## src/rtl/mms_esp_regfile_arbiter_if.sv

```systemverilog
// rtl/mms_esp_regfile_arbiter_if.sv - four-phase register file access port (one per requesting side)
//
// Purpose: groups one side's request/acknowledge handshake with its address and data.
// Signals:
//   REQ    requester -> arbiter  access request, held until ACK
//   WR     requester -> arbiter  1 = write, 0 = read
//   ADR    requester -> arbiter  register index
//   WDATA  requester -> arbiter  write data
//   RDATA  arbiter -> requester  read data, valid while ACK = 1
//   ACK    arbiter -> requester  access complete
// Modports: master = requesting side, slave = arbiter.
interface mms_esp_regfile_arbiter_if #(
  parameter int ADR_W = 4,
  parameter int DAT_W = 8
) ();
  logic             REQ;
  logic             WR;
  logic [ADR_W-1:0] ADR;
  logic [DAT_W-1:0] WDATA;
  logic [DAT_W-1:0] RDATA;
  logic             ACK;

  modport master (output REQ, output WR, output ADR, output WDATA,
                  input  RDATA, input ACK);
  modport slave  (input  REQ, input  WR, input  ADR, input  WDATA,
                  output RDATA, output ACK);
endinterface

```

## src/rtl/mms_esp_regfile_arbiter.sv

```systemverilog
// rtl/mms_esp_regfile_arbiter.sv - MMS16/ESP arbiter for the shared 16-byte register file
//
// Purpose: serialises four-phase requests from the MMS I/O window and the ESP link onto a
// single-port register file, produces MMS XACK timing and keeps two cross-side doorbells.
// Ports:
//   MMS_BCLK  clock, all state on the rising edge
//   RESET     asynchronous active-high reset
//   mms, esp  requester ports (REQ/WR/ADR/WDATA in, RDATA/ACK out)
//   RF_EN/RF_WE/RF_ADR/RF_WDATA  register file strobe, write enable, address, write data
//   RF_RDATA  register file read data, one cycle after RF_EN
//   MMS_IRQ   doorbell to MMS (raised by an ESP write to DB_TO_MMS)
//   ESP_IRQ   doorbell to ESP (raised by an MMS write to DB_TO_ESP)
//   OWNER     debug: 00 idle, 01 MMS, 10 ESP
module mms_esp_regfile_arbiter #(
  parameter int               ADR_W      = 4,
  parameter int               DAT_W      = 8,
  parameter int               XACK_DELAY = 2,
  parameter logic [ADR_W-1:0] DB_TO_ESP  = '1,
  parameter logic [ADR_W-1:0] DB_TO_MMS  = {{(ADR_W-1){1'b1}}, 1'b0}
) (
  input  logic                     MMS_BCLK,
  input  logic                     RESET,
  mms_esp_regfile_arbiter_if.slave mms,
  mms_esp_regfile_arbiter_if.slave esp,
  output logic                     RF_EN,
  output logic                     RF_WE,
  output logic [ADR_W-1:0]         RF_ADR,
  output logic [DAT_W-1:0]         RF_WDATA,
  input  logic [DAT_W-1:0]         RF_RDATA,
  output logic                     MMS_IRQ,
  output logic                     ESP_IRQ,
  output logic [1:0]               OWNER
);

  typedef enum logic [2:0] {S_IDLE, S_GRANT, S_CAPTURE, S_WAIT, S_ACK} state_t;

  // WAIT holds for XACK_DELAY cycles: load delay-1 and leave when the counter reads zero.
  localparam logic [2:0] DLY_M1 = (XACK_DELAY > 0) ? 3'(XACK_DELAY - 1) : 3'd0;

  state_t             state_q, state_d;
  logic               owner_esp_q, owner_esp_d;   // 0 = MMS owns, 1 = ESP owns
  logic               last_esp_q, last_esp_d;     // side served last, loses the next tie
  logic               wr_q, wr_d;
  logic [ADR_W-1:0]   adr_q, adr_d;
  logic [DAT_W-1:0]   wdata_q, wdata_d;
  logic [2:0]         cnt_q, cnt_d;
  logic               ack_q, ack_d;
  logic [DAT_W-1:0]   mms_rdata_q, mms_rdata_d;
  logic [DAT_W-1:0]   esp_rdata_q, esp_rdata_d;
  logic               mms_irq_q, mms_irq_d;
  logic               esp_irq_q, esp_irq_d;
  logic               pick_esp;
  logic               owner_req;

  always_ff @(posedge MMS_BCLK or posedge RESET) begin
    if (RESET) begin
      state_q     <= S_IDLE;
      owner_esp_q <= 1'b0;
      last_esp_q  <= 1'b1;
      wr_q        <= 1'b0;
      adr_q       <= '0;
      wdata_q     <= '0;
      cnt_q       <= 3'd0;
      ack_q       <= 1'b0;
      mms_rdata_q <= '0;
      esp_rdata_q <= '0;
      mms_irq_q   <= 1'b0;
      esp_irq_q   <= 1'b0;
    end else begin
      state_q     <= state_d;
      owner_esp_q <= owner_esp_d;
      last_esp_q  <= last_esp_d;
      wr_q        <= wr_d;
      adr_q       <= adr_d;
      wdata_q     <= wdata_d;
      cnt_q       <= cnt_d;
      ack_q       <= ack_d;
      mms_rdata_q <= mms_rdata_d;
      esp_rdata_q <= esp_rdata_d;
      mms_irq_q   <= mms_irq_d;
      esp_irq_q   <= esp_irq_d;
    end
  end

  always_comb begin
    state_d     = state_q;
    owner_esp_d = owner_esp_q;
    last_esp_d  = last_esp_q;
    wr_d        = wr_q;
    adr_d       = adr_q;
    wdata_d     = wdata_q;
    cnt_d       = cnt_q;
    ack_d       = ack_q;
    mms_rdata_d = mms_rdata_q;
    esp_rdata_d = esp_rdata_q;
    mms_irq_d   = mms_irq_q;
    esp_irq_d   = esp_irq_q;
    pick_esp    = 1'b0;
    owner_req   = owner_esp_q ? esp.REQ : mms.REQ;

    unique case (state_q)
      S_IDLE: begin
        if (mms.REQ || esp.REQ) begin
          // On a tie the side that was not served last wins.
          pick_esp    = esp.REQ && (!mms.REQ || !last_esp_q);
          owner_esp_d = pick_esp;
          wr_d        = pick_esp ? esp.WR    : mms.WR;
          adr_d       = pick_esp ? esp.ADR   : mms.ADR;
          wdata_d     = pick_esp ? esp.WDATA : mms.WDATA;
          state_d     = S_GRANT;
        end
      end
      S_GRANT: begin
        if (!owner_esp_q &&  wr_q && adr_q == DB_TO_ESP) esp_irq_d = 1'b1;
        if ( owner_esp_q && !wr_q && adr_q == DB_TO_ESP) esp_irq_d = 1'b0;
        if ( owner_esp_q &&  wr_q && adr_q == DB_TO_MMS) mms_irq_d = 1'b1;
        if (!owner_esp_q && !wr_q && adr_q == DB_TO_MMS) mms_irq_d = 1'b0;
        state_d = S_CAPTURE;
      end
      S_CAPTURE: begin
        if (!wr_q) begin
          if (owner_esp_q) esp_rdata_d = RF_RDATA;
          else             mms_rdata_d = RF_RDATA;
        end
        if (!owner_esp_q && XACK_DELAY > 0) begin
          cnt_d   = DLY_M1;
          state_d = S_WAIT;
        end else begin
          state_d = S_ACK;
        end
      end
      S_WAIT: begin
        if (cnt_q == 3'd0) state_d = S_ACK;
        else               cnt_d   = cnt_q - 3'd1;
      end
      S_ACK: begin
        // ACK is registered: it rises one edge after entering ACK and is held until the
        // owner's REQ is seen low while ACK is up, so an early-dropped REQ still gets
        // exactly one ACK cycle.
        if (ack_q && !owner_req) begin
          ack_d      = 1'b0;
          last_esp_d = owner_esp_q;
          state_d    = S_IDLE;
        end else begin
          ack_d = 1'b1;
        end
      end
      default: state_d = S_IDLE;
    endcase
  end

  assign RF_EN     = (state_q == S_GRANT);
  assign RF_WE     = RF_EN && wr_q;
  assign RF_ADR    = adr_q;
  assign RF_WDATA  = wdata_q;
  assign mms.ACK   = ack_q && !owner_esp_q;
  assign esp.ACK   = ack_q &&  owner_esp_q;
  assign mms.RDATA = mms_rdata_q;
  assign esp.RDATA = esp_rdata_q;
  assign MMS_IRQ   = mms_irq_q;
  assign ESP_IRQ   = esp_irq_q;
  assign OWNER     = (state_q == S_IDLE) ? 2'b00 : (owner_esp_q ? 2'b10 : 2'b01);

endmodule

```

## src/flat_wrapper.sv

```systemverilog
// flat-port wrapper written by rule: the top's interface ports become plain ports
module mms_esp_regfile_arbiter_flat 
#(
  parameter int               ADR_W      = 4,
  parameter int               DAT_W      = 8,
  parameter int               XACK_DELAY = 2,
  parameter logic [ADR_W-1:0] DB_TO_ESP  = '1,
  parameter logic [ADR_W-1:0] DB_TO_MMS  = {{(ADR_W-1){1'b1}}, 1'b0}
)
  (MMS_BCLK, RESET, RF_EN, RF_WE, RF_ADR, RF_WDATA, RF_RDATA, MMS_IRQ, ESP_IRQ, OWNER, mms_REQ, mms_WR, mms_ADR, mms_WDATA, mms_RDATA, mms_ACK, esp_REQ, esp_WR, esp_ADR, esp_WDATA, esp_RDATA, esp_ACK);
  mms_esp_regfile_arbiter_if #(.ADR_W(ADR_W), .DAT_W(DAT_W)) mms_i ();
  mms_esp_regfile_arbiter_if #(.ADR_W(ADR_W), .DAT_W(DAT_W)) esp_i ();
  input  logic MMS_BCLK;
  input  logic RESET;
  output logic RF_EN;
  output logic RF_WE;
  output logic [ADR_W-1:0] RF_ADR;
  output logic [DAT_W-1:0] RF_WDATA;
  input  logic [DAT_W-1:0] RF_RDATA;
  output logic MMS_IRQ;
  output logic ESP_IRQ;
  output logic [1:0] OWNER;
  input wire logic [$bits(mms_i.REQ)-1:0] mms_REQ;
  input wire logic [$bits(mms_i.WR)-1:0] mms_WR;
  input wire logic [$bits(mms_i.ADR)-1:0] mms_ADR;
  input wire logic [$bits(mms_i.WDATA)-1:0] mms_WDATA;
  output wire logic [$bits(mms_i.RDATA)-1:0] mms_RDATA;
  output wire logic [$bits(mms_i.ACK)-1:0] mms_ACK;
  input wire logic [$bits(esp_i.REQ)-1:0] esp_REQ;
  input wire logic [$bits(esp_i.WR)-1:0] esp_WR;
  input wire logic [$bits(esp_i.ADR)-1:0] esp_ADR;
  input wire logic [$bits(esp_i.WDATA)-1:0] esp_WDATA;
  output wire logic [$bits(esp_i.RDATA)-1:0] esp_RDATA;
  output wire logic [$bits(esp_i.ACK)-1:0] esp_ACK;
  assign mms_i.REQ = mms_REQ;
  assign mms_i.WR = mms_WR;
  assign mms_i.ADR = mms_ADR;
  assign mms_i.WDATA = mms_WDATA;
  assign mms_RDATA = mms_i.RDATA;
  assign mms_ACK = mms_i.ACK;
  assign esp_i.REQ = esp_REQ;
  assign esp_i.WR = esp_WR;
  assign esp_i.ADR = esp_ADR;
  assign esp_i.WDATA = esp_WDATA;
  assign esp_RDATA = esp_i.RDATA;
  assign esp_ACK = esp_i.ACK;
  mms_esp_regfile_arbiter #(.ADR_W(ADR_W), .DAT_W(DAT_W), .XACK_DELAY(XACK_DELAY), .DB_TO_ESP(DB_TO_ESP), .DB_TO_MMS(DB_TO_MMS)) u_core (.MMS_BCLK(MMS_BCLK), .RESET(RESET), .mms(mms_i), .esp(esp_i), .RF_EN(RF_EN), .RF_WE(RF_WE), .RF_ADR(RF_ADR), .RF_WDATA(RF_WDATA), .RF_RDATA(RF_RDATA), .MMS_IRQ(MMS_IRQ), .ESP_IRQ(ESP_IRQ), .OWNER(OWNER));
endmodule
```

## config.mk

```make
export PLATFORM = sky130hd
export DESIGN_NAME = mms_esp_regfile_arbiter_flat
export DESIGN_NICKNAME = d
export VERILOG_FILES = /design/src/rtl/mms_esp_regfile_arbiter_if.sv /design/src/rtl/mms_esp_regfile_arbiter.sv /design/src/flat_wrapper.sv
export SDC_FILE = /design/constraint.sdc
export NUM_CORES = 1
export LEC_CHECK = 0
export CAP_MARGIN = 40
export CORE_MARGIN = 2
export CORE_UTILIZATION = 25
export CTS_BUF_LIST = sky130_fd_sc_hd__clkbuf_4
export DETAILED_ROUTE_END_ITERATION = 16
export PLACE_DENSITY_LB_ADDON = 0.15
export SYNTH_ARGS = -nofsm -noshare
export SYNTH_HDL_FRONTEND = slang
export SYNTH_SLANG_ARGS = --single-unit
```

## constraint.sdc

```tcl
create_clock -name MMS_BCLK -period 2.3 [get_ports MMS_BCLK]
set_input_delay 0.23 -clock MMS_BCLK [delete_from_list [all_inputs] [get_ports MMS_BCLK]]
set_output_delay 0.23 -clock MMS_BCLK [all_outputs]
set_load 0.01 [all_outputs]
```

* Word level (Yosys, flattened, before mapping) *
Index checks and enable logic that the tools add are counted.

storage, ports and cells
  input port bits = 38
  output and inout bits = 36
  word-level logic and storage cells = 78
  flip-flop bits (word level) = 40

operators by class
  eq/ne operators = 11
  $add $sub $neg = 1
  reduce and logical (&&, ||, !) cells = 33
  mux-type cells = 19
  bitwise gates (word level) = 2

operators with widths
  operator                                                                 number
  3-bit 2-to-1 mux                                                         6
  3-bit one-hot mux with 5 select lines                                    1
  1-bit logical AND                                                        13
  3-bit AND reduction                                                      4
  4-bit == test, second input constant                                     2
  8-bit 2-to-1 mux                                                         1
  2-bit AND reduction                                                      4
  1-bit 2-to-1 mux                                                         7
  3-bit by 2-bit == test with 1-bit output, second input constant          2
  3-bit zero test                                                          2
  2-bit by 1-bit inequality test with 1-bit output, second input constant  3
  3-bit one-hot mux with 2 select lines                                    1
  2-bit nonzero test                                                       3
  1-bit zero test                                                          5
  2-bit 2-to-1 mux                                                         2
  4-bit 2-to-1 mux                                                         1
  2-bit inequality test, second input constant                             2
  3-bit by 1-bit == test with 1-bit output, second input constant          1
  3-bit == test, second input constant                                     1
  3-bit by 1-bit subtractor with 3-bit output, second input constant       1
  1-bit logical OR                                                         2
  1-bit NOT                                                                2

* Logic depth before layout (Yosys ltp) *
  word-level depth = 5
  depth in mapped cells = 7
  depth with buffers taken out = 6

* Least setup slack after synthesis *
OpenSTA, ideal clock, no wires.

  path type = reg2reg
  start point = register u_core.state_q[1]
  end point = register u_core.adr_q[1], in the netlist u_core.RF_ADR[1]
  required time = 2.175 ns
  path slack = 0.621 ns
  setup time = 0.125 ns
  period minus slack after synthesis = 1.679 ns
  cell stages (with the launch flop) = 6
  data arrival time = 1.554 ns
  cells stage by stage = dfrtp_1 > buf_6 > nor3_1 > o21a_2 > buf_6 > mux2_2

on the way
  cells in the longest elaborated chain, start to end = 2

ends and longest elaborated chain
  element                        line                            text
  start: declaration             mms_esp_regfile_arbiter.sv:40   state_t state_q, state_d;
  start signal: assignment       mms_esp_regfile_arbiter.sv:70   state_q <= state_d;
  3-bit zero test                mms_esp_regfile_arbiter.sv:101  unique case (state_q)
  2-bit AND reduction (no line)  n/a
  end signal: assignment         mms_esp_regfile_arbiter.sv:74   adr_q <= adr_d;
  end: declaration               mms_esp_regfile_arbiter.sv:44   logic [ADR_W-1:0] adr_q, adr_d;

No other way between the ends.
A chain may end at the register's enable or synchronous reset.

* Worst setup path after layout *
  start point = register u_core.state_q[1]
  end point = output RF_WE

on the way
  cells in the longest elaborated chain, start to end = 2

ends and longest elaborated chain
  element                                   line                            text
  3-bit by 1-bit == test with 1-bit output  mms_esp_regfile_arbiter.sv:152  assign RF_EN = (state_q == S_GRANT);
  1-bit logical AND                         mms_esp_regfile_arbiter.sv:153  assign RF_WE = RF_EN && wr_q;
  end: declaration                          flat_wrapper.sv:16              output logic RF_WE;

No other way between the ends.

==> summary.md <==
| Metric | Value |
|---|---|
| Outcome | complete, no violations |
| Commonest cells post-synth | dfrtp_1, mux2_2, inv_1 |
| Initial antenna violation count | 0 |
| WP data arrival | 1.94 ns |
| Post-synth top area cell | dfrtp_1 |
| Final wirelength | 4.38 mm |
| Reg area | 1000 um^2 |
| CTS tree | yes |
| Clock tree buffer depth | 2 |
| # port buffers | 73 |
| CTS Sinks | 40 |
| PD cells | 1220 nW/um^2 |
| Vias in the first global route | 1527 |
| Critical path, cell by cell | or3b_4, nor2_1, clkdlybuf4s50_1 |
| Initial core utilization | 0.254 |
| Placed cell area | 2780 um^2 |
| Wirelength per Cell | 13.3 um |
| Syn Nets | 191 |
| CP peak stage delay | 0.55 ns |
| Met1 usage | 0.145 |
| Top-level I/O count | 74 |
| Die Height | 92.0 um |
| Worst-path fanout max | 11 |
| Diode count | 0 |
| Slew headroom | 0.592 |
| First-pass DRT Iterations | 4 |
| Seq cells post-synth | 40 |
| First-pass GRT wire length | 7.53 mm |
| DR vias | 1410 |
| Final setup viols | 0 |
| Grt peak-use layer | met2 |
| DIE AREA | 8460 um^2 |
| Setup_tns | 0 ns |
| Post-detailed-route count of antenna-violating nets | 0 |
| Final WS setup | 0.135 ns |
| Num rows | 32 |
| Area share of the largest cell type after synthesis | 0.505 |
| Final hold violation count | 0 |
| Critical path launch point type | flip-flop |
| Max Cap Viol | 0 |
| Avg Vias per Cell | 4.27 |
| Unrepaired setup endpoints after global routing | false |
| Post-route DRC violation count | 0 |
| Global-route usage over all layers | 0.111 |
| Crit path buf inv count | 1 |
| Fin area | 2840 um^2 |
| Met2 usage | 0.176 |
| P&R area growth vs syn | 46.7% |
| Clock transition at the registers of the reported paths | 0.12 ns |
| Critical path required time | 2.07 ns |
| Seq/Total Area, Yosys | 0.518 |
| Kind of end point of the critical path | output port |
| Die X | 92.0 um |
| Min cycle time layout | 2.17 ns |
| Worst VDD drop | 483 uV |
| Clk_lat worst skew | 0.34 ns |
| Syn Area/Cell | 12.8 um^2 |
| DP HPWL | 3.24 mm |
| Slew Viols, Final | 0 |
| Period utilization | 0.941 |
| Initial DRC count | 47 |
| Placeable Area | 7610 um^2 |
| Multi-input logic area | 847 um^2 |
| Slew @ Worst Pin | 0.608 ns |
| Slowest stage cell, crit path | clkdlybuf4s50_1 |
| Synth warnings | 0 |
| Clock root buffer | clkbuf_4 |
| Number of synthesized flops with an enable pin | 0 |
| H-tree Lvls | 2 |
| Asr flop ratio synth | 1.00 |
| Layout Nets | 268 |
| Leakage | 1.16 nW |
| Ys flop type | dfrtp_1 |
| GPL Wtd Cong | 0.719 |
| Mapped Area | 1930 um^2 |
| Placement Setup Slack | 0.366 ns |
| Met3 global-route usage | 0.0378 |
| Skew final | 0.00875 ns |
| Clock buffer count from CTS | 5 |
| Fmax | 462 MHz |
| Count of cell types in the netlist | 39 |
| Gate Count Post-Synth | 151 |
| Area contributors post-synth | dfrtp_1, mux2_2, mux2i_1, inv_1, dfstp_2 |
| Total gr overflow | 0 |
| # fillers | 787 |
| Share of cells above drive strength 1 | 0.259 |
| Largest net degree at the start of global routing | 41 |
| HP Class | input pin to asynchronous set/reset pin |
| Crit Path Class | flip-flop to output port |
| Top delay family on crit path | simple AND/OR/NAND/NOR gates |
routing by layer:
metal,vias up,part of all wire
met2,35,0.49
met4,0,0.0053
met1,679,0.44
met3,2,0.058
met5,-,0
li1,694,-
registers in the layout, summed over array words and instances, names as in the netlist:
signal / cells
u_core.ESP_IRQ: 1
u_core.MMS_IRQ: 1
u_core.RF_ADR: 4
u_core.RF_WDATA: 8
u_core.ack_q: 1
u_core.cnt_q: 3
u_core.esp.RDATA: 8
u_core.last_esp_q: 1
u_core.mms.RDATA: 8
u_core.owner_esp_q: 1
u_core.state_q: 3
u_core.wr_q: 1
final cells by class:
class,count,area share
repair buffers,79,0.273
inverters,9,0.0119
multi-input cells,93,0.299
clock buffers,6,0.0159
flip-flops and latches,40,0.354
well taps,102,0.0450
clock inverters,1,0.00176
worst register-to-register path: stages (launching register included):
cell and delay, ns:
dfrtp_1 0.42, inv_1 0.13, or4_1 0.71, mux2_2 0.35
logic make-up after synthesis:
group	share of synthesized area
multiplexers	0.253
buffers and inverters	0.0453
adder cells (fa/ha/maj)	0.0129
AND/OR/NAND/NOR	0.0906
AO/OA/AOI/OAI	0.0802
flip-flops	0.518
report_power, final:
part,internal (mW),switching (mW),total (mW)
logic,1.11,0.739,1.85
clock network,0.125,0.222,0.346
registers,1.04,0.230,1.27
total,2.28,1.19,3.47
what timing repair did:
action | CTS | global route
hold buffers | 0 | 0
gates resized for setup | 0 | 2
setup buffers | 0 | 0
hold endpoints to repair | 0 | 0
endpoints found under the setup margin | 0 | 2
through the flow:
step / util / instances / hold WS, ns / total power, mW
after global routing: 0.373 / 330 / 0.376 / 3.73
after global placement: 0.366 / 323 / 0.489 / 3.15
after detailed placement: 0.366 / 323 / 0.494 / 3.15
after floorplan: - / 151 / 0.380 / 2.27
after CTS: 0.373 / 330 / 0.323 / 3.52
final: 0.373 / 330 / 0.313 / 3.47
final timing paths:
path / from / end / slack (ns) / cells after the start
setup / recovery: u_core.state_q[1] / RF_WE / 0.13 / 3
hold / removal: RESET / u_core.RF_WDATA[0] / 0.31 / 3
setup reg to reg: u_core.owner_esp_q / u_core.esp.RDATA[7] / 0.59 / 3
hold reg to reg: u_core.esp.RDATA[5] / u_core.esp.RDATA[5] / 0.52 / 1
max in group asynchronous: RESET / u_core.state_q[1] / 1.59 / 3
min in group MMS_BCLK: RF_RDATA[6] / u_core.esp.RDATA[6] / 0.52 / 2
placed cells by master (no fill, tap or decap), types with 3 or more instances in the layout:
cell type / synthesis / routed
clkdlybuf4s50_1: 0 / 73
nor2_1: 4 / 4
nand2_1: 5 / 5
nand3_1: 3 / 3
buf_4: 0 / 6
dfrtp_1: 39 / 38
inv_1: 9 / 9
mux2i_1: 5 / 5
mux2_2: 39 / 39
o21ai_0: 3 / 3
clkbuf_4: 0 / 6
(Power assumes the default switching activity.)
